<file path="src/rtl/demux1to4_latch.sv">
// demux1to4_latch: registered 1-to-4 demux with edge-detected manual load, auto-scan mode and saturating write counter
//   clock/reset : rising-edge clock, synchronous active-high reset
//   d, sel      : data to route and manual destination lane (sel[1] is the high select bit)
//   load        : level strobe, only its rising edge writes in manual mode
//   auto, tick  : auto-scan enable and single-cycle scan advance
//   clear       : zeroes lanes, valid flags and write count (scan pointer kept)
//   q, valid    : held lane outputs (lane k at q[k*WIDTH +: WIDTH]) and per-lane written flags
//   cur_sel     : lane the next write targets; wr_count : saturating write count
module demux1to4_latch #(
  parameter int WIDTH = 1,
  parameter int CNT_W = 8
) (
  input  logic               clock,
  input  logic               reset,
  input  logic [WIDTH-1:0]   d,
  input  logic [1:0]         sel,
  input  logic               load,
  input  logic               auto,
  input  logic               tick,
  input  logic               clear,
  output logic [4*WIDTH-1:0] q,
  output logic [3:0]         valid,
  output logic [1:0]         cur_sel,
  output logic [CNT_W-1:0]   wr_count
);
  logic       load_prev;
  logic [1:0] ptr;
  logic       wr;
  logic [3:0] we;
  always_comb begin
    cur_sel = auto ? ptr : sel;
    wr      = auto ? tick : (load & ~load_prev);
    we      = wr ? (4'b0001 << cur_sel) : 4'b0000;
  end
  always_ff @(posedge clock) begin
    if (reset) begin
      q         <= '0;
      valid     <= '0;
      wr_count  <= '0;
      load_prev <= 1'b0;
      ptr       <= '0;
    end else begin
      load_prev <= load;
      // the pointer advances on every auto tick, even when clear drops the write
      if (auto && tick) ptr <= ptr + 2'd1;
      if (clear) begin
        q        <= '0;
        valid    <= '0;
        wr_count <= '0;
      end else if (wr) begin
        for (int k = 0; k < 4; k++)
          if (we[k]) q[k*WIDTH +: WIDTH] <= d;
        valid <= valid | we;
        if (wr_count != {CNT_W{1'b1}}) wr_count <= wr_count + 1'b1;
      end
    end
  end
endmodule

</file>
<file path="config.mk">
export PLATFORM = sky130hd
export DESIGN_NAME = demux1to4_latch
export DESIGN_NICKNAME = d
export VERILOG_FILES = /design/src/rtl/demux1to4_latch.sv
export SDC_FILE = /design/constraint.sdc
export NUM_CORES = 1
export LEC_CHECK = 0
export BUFFER_PORTS_ARGS = -buffer_cell sky130_fd_sc_hd__buf_4
export CAP_MARGIN = 20
export CORE_ASPECT_RATIO = 1.25
export CORE_MARGIN = 10
export CORE_UTILIZATION = 43
export DETAILED_ROUTE_END_ITERATION = 8
export PLACE_DENSITY = 0.79
export SYNTH_ARGS = -nofsm -noshare
export SYNTH_HDL_FRONTEND = slang
export SYNTH_SLANG_ARGS = --single-unit
</file>
<file path="constraint.sdc">
create_clock -name clock -period 1.4 [get_ports clock]
set_input_delay 0.21 -clock clock [delete_from_list [all_inputs] [get_ports clock]]
set_output_delay 0.21 -clock clock [all_outputs]
set_load 0.1 [all_outputs]
</file>
Yosys cells after proc, flatten, opt, wreduce, memory -nomap -nowiden
Index checks and enable logic that the tools add are counted.
{"block": "word_totals", "ff_bits": 19, "word_cells": 25, "in_bits": 9, "output_inout_bits": 18}
{"block": "op_classes", "addsub": 2, "n_mux": 3, "n_eq_ne": 1, "bitwise_logic": 3, "shifts": 1, "n_reduce_logical": 7}
{"operator": "2-bit AND reduction", "count": 5}
{"operator": "8-bit by 1-bit adder with 8-bit output, second input constant", "count": 1}
{"operator": "8-bit inequality test, second input constant", "count": 1}
{"operator": "4-bit two-way mux", "count": 1}
{"operator": "4-bit OR", "count": 1}
{"operator": "1-bit by 2-bit << shifter with 4-bit output, first input constant", "count": 1}
{"operator": "2-bit by 1-bit adder with 2-bit output, second input constant", "count": 1}
{"operator": "2-bit two-way mux", "count": 1}
{"operator": "2-bit OR reduction", "count": 1}
{"operator": "1-bit AND", "count": 1}
{"operator": "1-bit logical AND", "count": 1}
{"operator": "1-bit two-way mux", "count": 1}
{"operator": "1-bit inverter", "count": 1}

Depth between registers and ports, before layout
Gate-level depths: netlist of run 1.
{"block": "depth", "depth_word": 5, "mapped_depth": 6, "ltp_nobuf": 5}

Least setup slack after synthesis of run 1
No wires, ideal clock.
{"block": "synth_path", "kind": "flip-flop to flip-flop", "start": "register wr_count[0]", "end": "register wr_count[1]", "period_less_slack_ns": 2.126, "arrival_time_ns": 1.998, "path_slack_ns": -0.726, "setup_ns": 0.128, "stages_incl_launch_ff": 6, "n_path_buf": 0, "t_required_ns": 1.272, "cell_sequence": "dfxtp_1 > ha_1 > nand4_1 > o22ai_2 > mux2i_1 > nor2_1"}
{"block": "synth_between", "elab_chain_cells": 2, "word_cells_on_any_way": 3, "classes_between": "add/sub (1); eq/ne (1); reduce/logical (1)"}
{"item": "from (decl)", "line": "24", "text": "output logic [CNT_W-1:0] wr_count"}
{"item": "from (signal assigned)", "line": "54", "text": "if (wr_count != {CNT_W{1'b1}}) wr_count <= wr_count + 1'b1;"}
{"item": "parallel branches: the longest is 2 deep, another holds 8-bit by 1-bit adder with 8-bit output"}
Parallel ways; which one is timed is not known.
A chain may end at the register's enable or synchronous reset.

Final worst setup path of run 1
{"block": "layout_path", "start": "register wr_count[1]", "end": "register wr_count[5]"}
The elaborated chain is that of the path after synthesis.

==> reports/qor.txt, run 1 <==
outcome - complete, no violations
Synth top area share - 0.4306
Reg clk slew, reported paths - 110 ps
Antenna diodes - 0
final worst-path cycle share - 0.9654
FF+latch count, synth - 19
most common cell in the netlist - dfxtp_1
clock root cell - clkbuf_4
mapped cell area - 883.3 sq um
Initial DRC Count - 26
H-tree level count - 1
Die Width - 60.54 microns
routability congestion estimate from global placement - 0.7236
FF-to-FF Start - wr_count[1]
CTS buffer count - 3
vias in the first global route - 777
maxcap violations - 0
pre-CTS setup slack - -4.249 ps
adder-cell share of the synthesized area - 0.01416
Seq/Total Area, Yosys - 0.4306
cell area power density - 871.9 nW/um^2
crit path max fanout - 5
leak pwr - 0.4965 nW
top area cells in the synthesized netlist - dfxtp_1 43%, mux2i_1 7.9%, nor2_1 6.8%
WL final - 2058 microns
setup TNS - 0 ps
Worst path max stage delay - 370 ps
initial antenna violation count - 0
RSZ-0062 raised after global routing - yes
CTS Buffer Depth - 2
Area Overhead vs Synth - 34.70%
Least-Margin Pin Slew - 335.5 ps
Initial Utilization - 0.4508
Vias/cell - 5.333
synth cell count leaders - 19 x dfxtp_1, 16 x nor2_1, 7 x mux2i_1
clock sinks - 19
Ys Warns - 0
Die Ht - 70.68 microns
post-synthesis xor/xnor area fraction - 0.04958
fin crit period - 1352 ps
Final Setup Violations - 0
asr flop ratio synth - 0
vias post-DR - 752
Critical Path Sink Type - register
Cells after Synth - 92
WL/cell - 14.60 microns
share of cells above drive strength 1 - 0.4380
EDFF count, synth - 0
Rel. slew slack - 0.7732
Max Freq - 0.7399 GHz
distinct cell type count after synthesis - 34
Nets - 132
post-route ant nets - 0
Final HPWL DP - 1587 microns
CP cell instances - ha_4, nand4_1, o22ai_2, or3_1, a21oi_2
Total Routing Usage GR - 0.09959
Setup Skew - 3.353 ps
remaining routing DRC violations - 0
Hold Path Origin - reset
Ports - 27
worst hold slack - 78.55 ps
Worst path slowest cell - dfxtp_4
Mapped Avg Cell Area - 9.602 sq um
CTS tree - done
leading area contributor after synthesis - dfxtp_1
CP Launch Point - wr_count[1]
Main synth FF type - dfxtp_1
DIE AREA - 4279 sq um
clk_lat worst skew - 300 ps
largest net degree at the start of global routing - 12
GR Overflow Total - 0
worst hold path class - primary input to register
final core occ - 0.6073
first-pass GRT wire length - 3394 microns
CP Class - register to register
largest family of logic cells by synthesized area - simple AND/OR/NAND/NOR gates
syn nets - 102
Final Hold Viols - 0
row count - 18
Arr. time, crit path - 1590 ps
DR pass1 iterations - 4
Worst VDD drop - 0.0007826 V
Synth Area in Simple Gates - 0.2125
core area - 1959 sq um
Slew Viols, Final - 0
Final WS setup - 48.47 ps
Setup crit start kind - register
mux cell area share after synthesis - 0.09207
Crit path required time - 1630 ps
port bufs - 26
Synth Area in Compound Gates - 0.1544
## cell families (layout without fill, tap and decap cells)
| group | Yosys count | after routing |
|---|---|---|
| DFF | 19 | 19 |
| AOI/OAI and AO/OA | 18 | 18 |
| muxes | 8 | 8 |
| buffers and inverters | 8 | 37 |
| and+or+nand+nor | 33 | 33 |
| adders and majority gates | 1 | 1 |
| xor gates and xnor gates | 5 | 5 |
## power breakdown
| group | leakage [nW] | total [W] | switching [W] | internal, W |
|---|---|---|---|---|
| sequential | 0.161 | 0.000550 | 0.0000114 | 0.000539 |
| clock | 0.0177 | 0.000275 | 0.000168 | 0.000107 |
| combinational | 0.318 | 0.000212 | 0.000137 | 0.0000753 |
## timing repair
action | in CTS | in global routing
hold buffers | 0 | 0
buffers inserted | 1 | 0
setup endpoints to repair | 1 | 5
resized for setup | 1 | 6
endpoints found under the hold margin | 0 | 0
pin swaps | 0 | 1
## per-layer routing
layer  GRT usage  part of all wire  vias up  wire (microns)
met4     0.06357             0.023        0              47
met1      0.1016              0.38      338             776
li1            -                 -      388               -
met3     0.02500             0.046        4              95
met5           0                 0        -               0
met2      0.1709              0.55       22            1138
## final timing paths
kind / end / slack, ps / cells past startpoint
max: wr_count[5] / 50 / 5
min: ptr[0] / 80 / 2
min reg2reg: valid[2] / 460 / 2
max reg2reg: wr_count[5] / 50 / 5
## final cells by class
class                           count  area [sq um]
Fill cell                         173         769.5
Multi-Input combinational cell     65         481.7
Sequential cell                    19         411.6
Timing Repair Buffer               29         229.0
Tap cell                           20         25.02
Clock buffer                        3         22.52
Inverter                            4         15.01
Clock inverter                      1         5.005
## cells in the final DEF, fill, tap and decap left out, drive strengths merged, types with 2 or more instances in the layout
cell type  instances
dfxtp             19
mux2i              7
inv                4
and3               3
nor2              16
a21oi              3
nand3              2
o21ba              2
o221ai             2
a211oi             3
o21ai              3
clkbuf             3
buf               29
xor2               4
o2111ai            2
## stage by stage
stage / std cells / cell area, sq um / power (W)
6_report: 141 / 1190 / 0.001037
5_1_grt: 141 / 1190 / 0.001091
4_1_cts: 141 / 1174 / 0.001045
3_5_place_dp: 136 / 1135 / 0.0007630
3_3_place_gp: 136 / 1135 / 0.0007598
2_1_floorplan: 92 / 925.9 / 0.0007120
## state kept, by name (all words and copies together) (netlist names)
signal / count
load_prev: 1
valid: 4
q: 4
wr_count: 8
ptr: 2
## critical path: cells and delay by family, from the launching register on
kind	cells	cell delay (ps)
flops	1	370
simple gates	2	470
compound gates	2	270
fa+ha+maj	1	170
Power figures use the tool's default switching activity.
==> inputs of run 2 (changes only) <==
--- a/config.mk
+++ b/config.mk
@@ -5,12 +5,15 @@
 export SDC_FILE = /design/constraint.sdc
 export NUM_CORES = 1
 export LEC_CHECK = 0
+export ABC_AREA = 1
 export BUFFER_PORTS_ARGS = -buffer_cell sky130_fd_sc_hd__buf_4
 export CAP_MARGIN = 20
 export CORE_ASPECT_RATIO = 1.25
 export CORE_MARGIN = 10
 export CORE_UTILIZATION = 43
 export DETAILED_ROUTE_END_ITERATION = 8
+export GPL_TIMING_DRIVEN = 0
+export MAX_ROUTING_LAYER = met4
 export PLACE_DENSITY = 0.79
 export SYNTH_ARGS = -nofsm -noshare
 export SYNTH_HDL_FRONTEND = slang
==> reports/qor.txt, run 2 <==
CTS Buffer Depth - 2 (unchanged)
Setup crit start kind - register
Reg power frac - 0.523 (-0.007)
sw frac - 0.3156 (+0.01010)
most common cell in the netlist - nand2_1
commonest non-fill, non-tap cells in the layout - 32 x nand2_1, 25 x nor2_1, 24 x buf_4, 18 x inv_1, 10 x dfxtp_1
RSZ-0062 raised after global routing - no
switching pwr - 0.0003371 W (+6.4%)
setup TNS - 0 ps (unchanged)
mapped cell area - 949.7 sq um (+7.5%)
leak pwr - 0.5686 nW (+15%)
worst hold path class - primary input to register
vias in the first global route - 936 (+20%)
Synth top area share - 0.4005 (-0.03007)
Main synth FF type - dfxtp_1
Largest regs - wr_count (8), q (4), valid (4)
synth cell count leaders - 32 x nand2_1, 25 x nor2_1, 19 x dfxtp_1, 19 x inv_1
# Post-CTS Setup Buffers - 0 (-1)
Total Routing Usage GR - 0.1095 (+0.009889)
worst reg2reg path depth - 9 (+4)
Post-CTS Hold Buffers - 0 (unchanged)
worst reg2reg setup slack - 140 ps (+90 ps)
Clk pwr share - 0.256 (-0.009)
Tot Pwr - 0.001068 W (+3.0%)
share of cells above drive strength 1 - 0.3598 (-0.07826)
Setup Skew - 3.131 ps (-0.2225 ps)
Cell Int Power - 0.0007311 W (+1.5%)
DR pass1 iterations - 5 (+1)
largest net degree at the start of global routing - 11 (-1)
syn nets - 144 (+41%)
Max Freq - 0.7458 GHz (+0.80%)
row count - 18 (unchanged)
Initial DRC Count - 15 (-42%)
routability congestion estimate from global placement - 0.7742 (+7.0%)
Least-Margin Pin Slew - 280.8 ps (-54.71 ps)
Cells after Synth - 134 (+46%)
Die Width - 62.04 microns (+2.5%)
crit path max fanout - 3 (-2)
Resize count post-CTS - 2 (+1)
Nets - 175 (+33%)
Crit path required time - 1190 ps (-440 ps)
top area cells in the synthesized netlist - dfxtp_1 40%, nand2_1 13%, nor2_1 9.9%
clk_lat worst skew - 290 ps (about the same)
Mapped Avg Cell Area - 7.087 sq um (-26%)
cell area power density - 837.8 nW/um^2 (-3.9%)
reg2reg end - wr_count[0]
commonest non-fill, non-tap cell in the layout - nand2_1
Final Setup Violations - 0 (unchanged)
distinct cell type count after synthesis - 21 (-38%)
WL final - 2224 microns (+8.1%)
Worst VDD drop - 0.0006264 V (-20%)
max FFs per register - 8 (unchanged)
leading area contributor after synthesis - dfxtp_1
clock sinks - 19 (unchanged)
maxcap violations - 0 (unchanged)
CP Class - register to output pin
Worst path slowest cell - dfxtp_2
Vias/cell - 4.608 (-14%)
Initial Utilization - 0.4634 (+0.01254)
Hold EP - load_prev
WHS Path Cells - 2 (unchanged)
CP delay by family, top - flip-flops
CTS buffer count - 3 (unchanged)
remaining routing DRC violations - 0 (unchanged)
Antenna diodes - 0 (unchanged)
H-tree level count - 1 (unchanged)
FF-to-FF Start - wr_count[0]
CTS tree - done
Slew Viols, Final - 0 (unchanged)
port bufs - 26 (unchanged)
Final Hold Viols - 0 (unchanged)
clock root cell - clkbuf_4
Comb pwr share - 0.221 (+0.016)
core area - 2049 sq um (+4.6%)
fin crit period - 1341 ps (-10.68 ps)
FF+latch count, synth - 19 (unchanged)
CP cell instances - inv_2, o21ai_4, buf_8
Hold Path Origin - reset
Worst path max stage delay - 360 ps (about the same)
first-pass GRT wire length - 3801 microns (+12%)
Ys Warns - 0 (unchanged)
Final HPWL DP - 1754 microns (+11%)
Rel. slew slack - 0.8144 (+0.04116)
post-route ant nets - 0 (unchanged)
Critical Path Sink Type - output pin
Die Ht - 72.54 microns (+2.6%)
Biggest register - wr_count
Reg clk slew, reported paths - 100 ps (about the same)
final worst-path cycle share - 0.9578 (-0.007629)
initial antenna violation count - 0 (unchanged)
Area Overhead vs Synth - 34.26%
Arr. time, crit path - 1130 ps (-460 ps)
Buf/Inv on CP - 2 (+2)
Seq/Total Area, Yosys - 0.4005 (-0.03007)
asr flop ratio synth - 0 (unchanged)
WL/cell - 11.46 microns (-21%)
outcome - complete, no violations
EDFF count, synth - 0 (unchanged)
Ports - 27 (unchanged)
DIE AREA - 4500 sq um (+5.2%)
vias post-DR - 894 (+19%)
GR Overflow Total - 0 (unchanged)
## run 2: area by class of cell
cell class	instances	area, sq um
buffer	2	25.02
timing repair buffer	26	215.2
clock buffer	4	26.28
tap	30	37.54
inverter	21	78.83
fill	176	774.5
multi-input combinational	92	493.0
sequential	19	399.1
## run 2: per-layer routing
metal | vias up | GRT usage | wire, microns
li1 | 468 | - | -
met4 | 0 | 0.03234 | 10
met2 | 22 | 0.1975 | 1199
met5 | - | - | 0
met1 | 402 | 0.1082 | 871
met3 | 2 | 0.03136 | 142
## run 2: cell families after synthesis
logic type               share of synthesized area
buffers and inverters                       0.1094
flip-flops                                  0.4005
AND/OR/NAND/NOR                             0.3874
AO/OA/AOI/OAI                              0.07114
adder cells (fa/ha/maj)                    0.01317
XOR/XNOR                                   0.01845
## run 2: how the worst max path moves through the flow
stage	start	to	slack, ps	depth (start not counted)
2_1_floorplan	ptr[1]	q[2]	7	5
3_3_place_gp	auto	cur_sel[0]	200	5
3_5_place_dp	wr_count[0]	wr_count[0]	160	9
4_1_cts	ptr[1]	cur_sel[1]	30	3
5_1_grt	ptr[1]	cur_sel[1]	5	3
6_report	ptr[0]	cur_sel[0]	60	3
## run 2: power groups by stage
| stage | Combinational, W | Sequential [W] | Clock, W |
|---|---|---|---|
| 2_1_floorplan | 0.000115 | 0.000624 | 0 |
| 3_3_place_gp | 0.000221 | 0.000570 | 0 |
| 3_5_place_dp | 0.000226 | 0.000571 | 0 |
| 4_1_cts | 0.000230 | 0.000559 | 0.000287 |
| 5_1_grt | 0.000253 | 0.000561 | 0.000314 |
| 6_report | 0.000237 | 0.000558 | 0.000273 |
## run 2: stage by stage
step | instances | instance area [sq um] | worst slack (ps) | util | hold slack, ps
detailed placement | 190 | 1229 | 155.5 | 0.5995 | 404.6
global route | 194 | 1275 | 5.349 | 0.6221 | 82.58
floorplan | 134 | 996.0 | 7.495 | - | 278.7
finish | 194 | 1275 | 59.15 | 0.6221 | 87.00
global placement | 190 | 1229 | 200.7 | 0.5995 | 396.6
CTS | 194 | 1262 | 29.95 | 0.6160 | 80.59
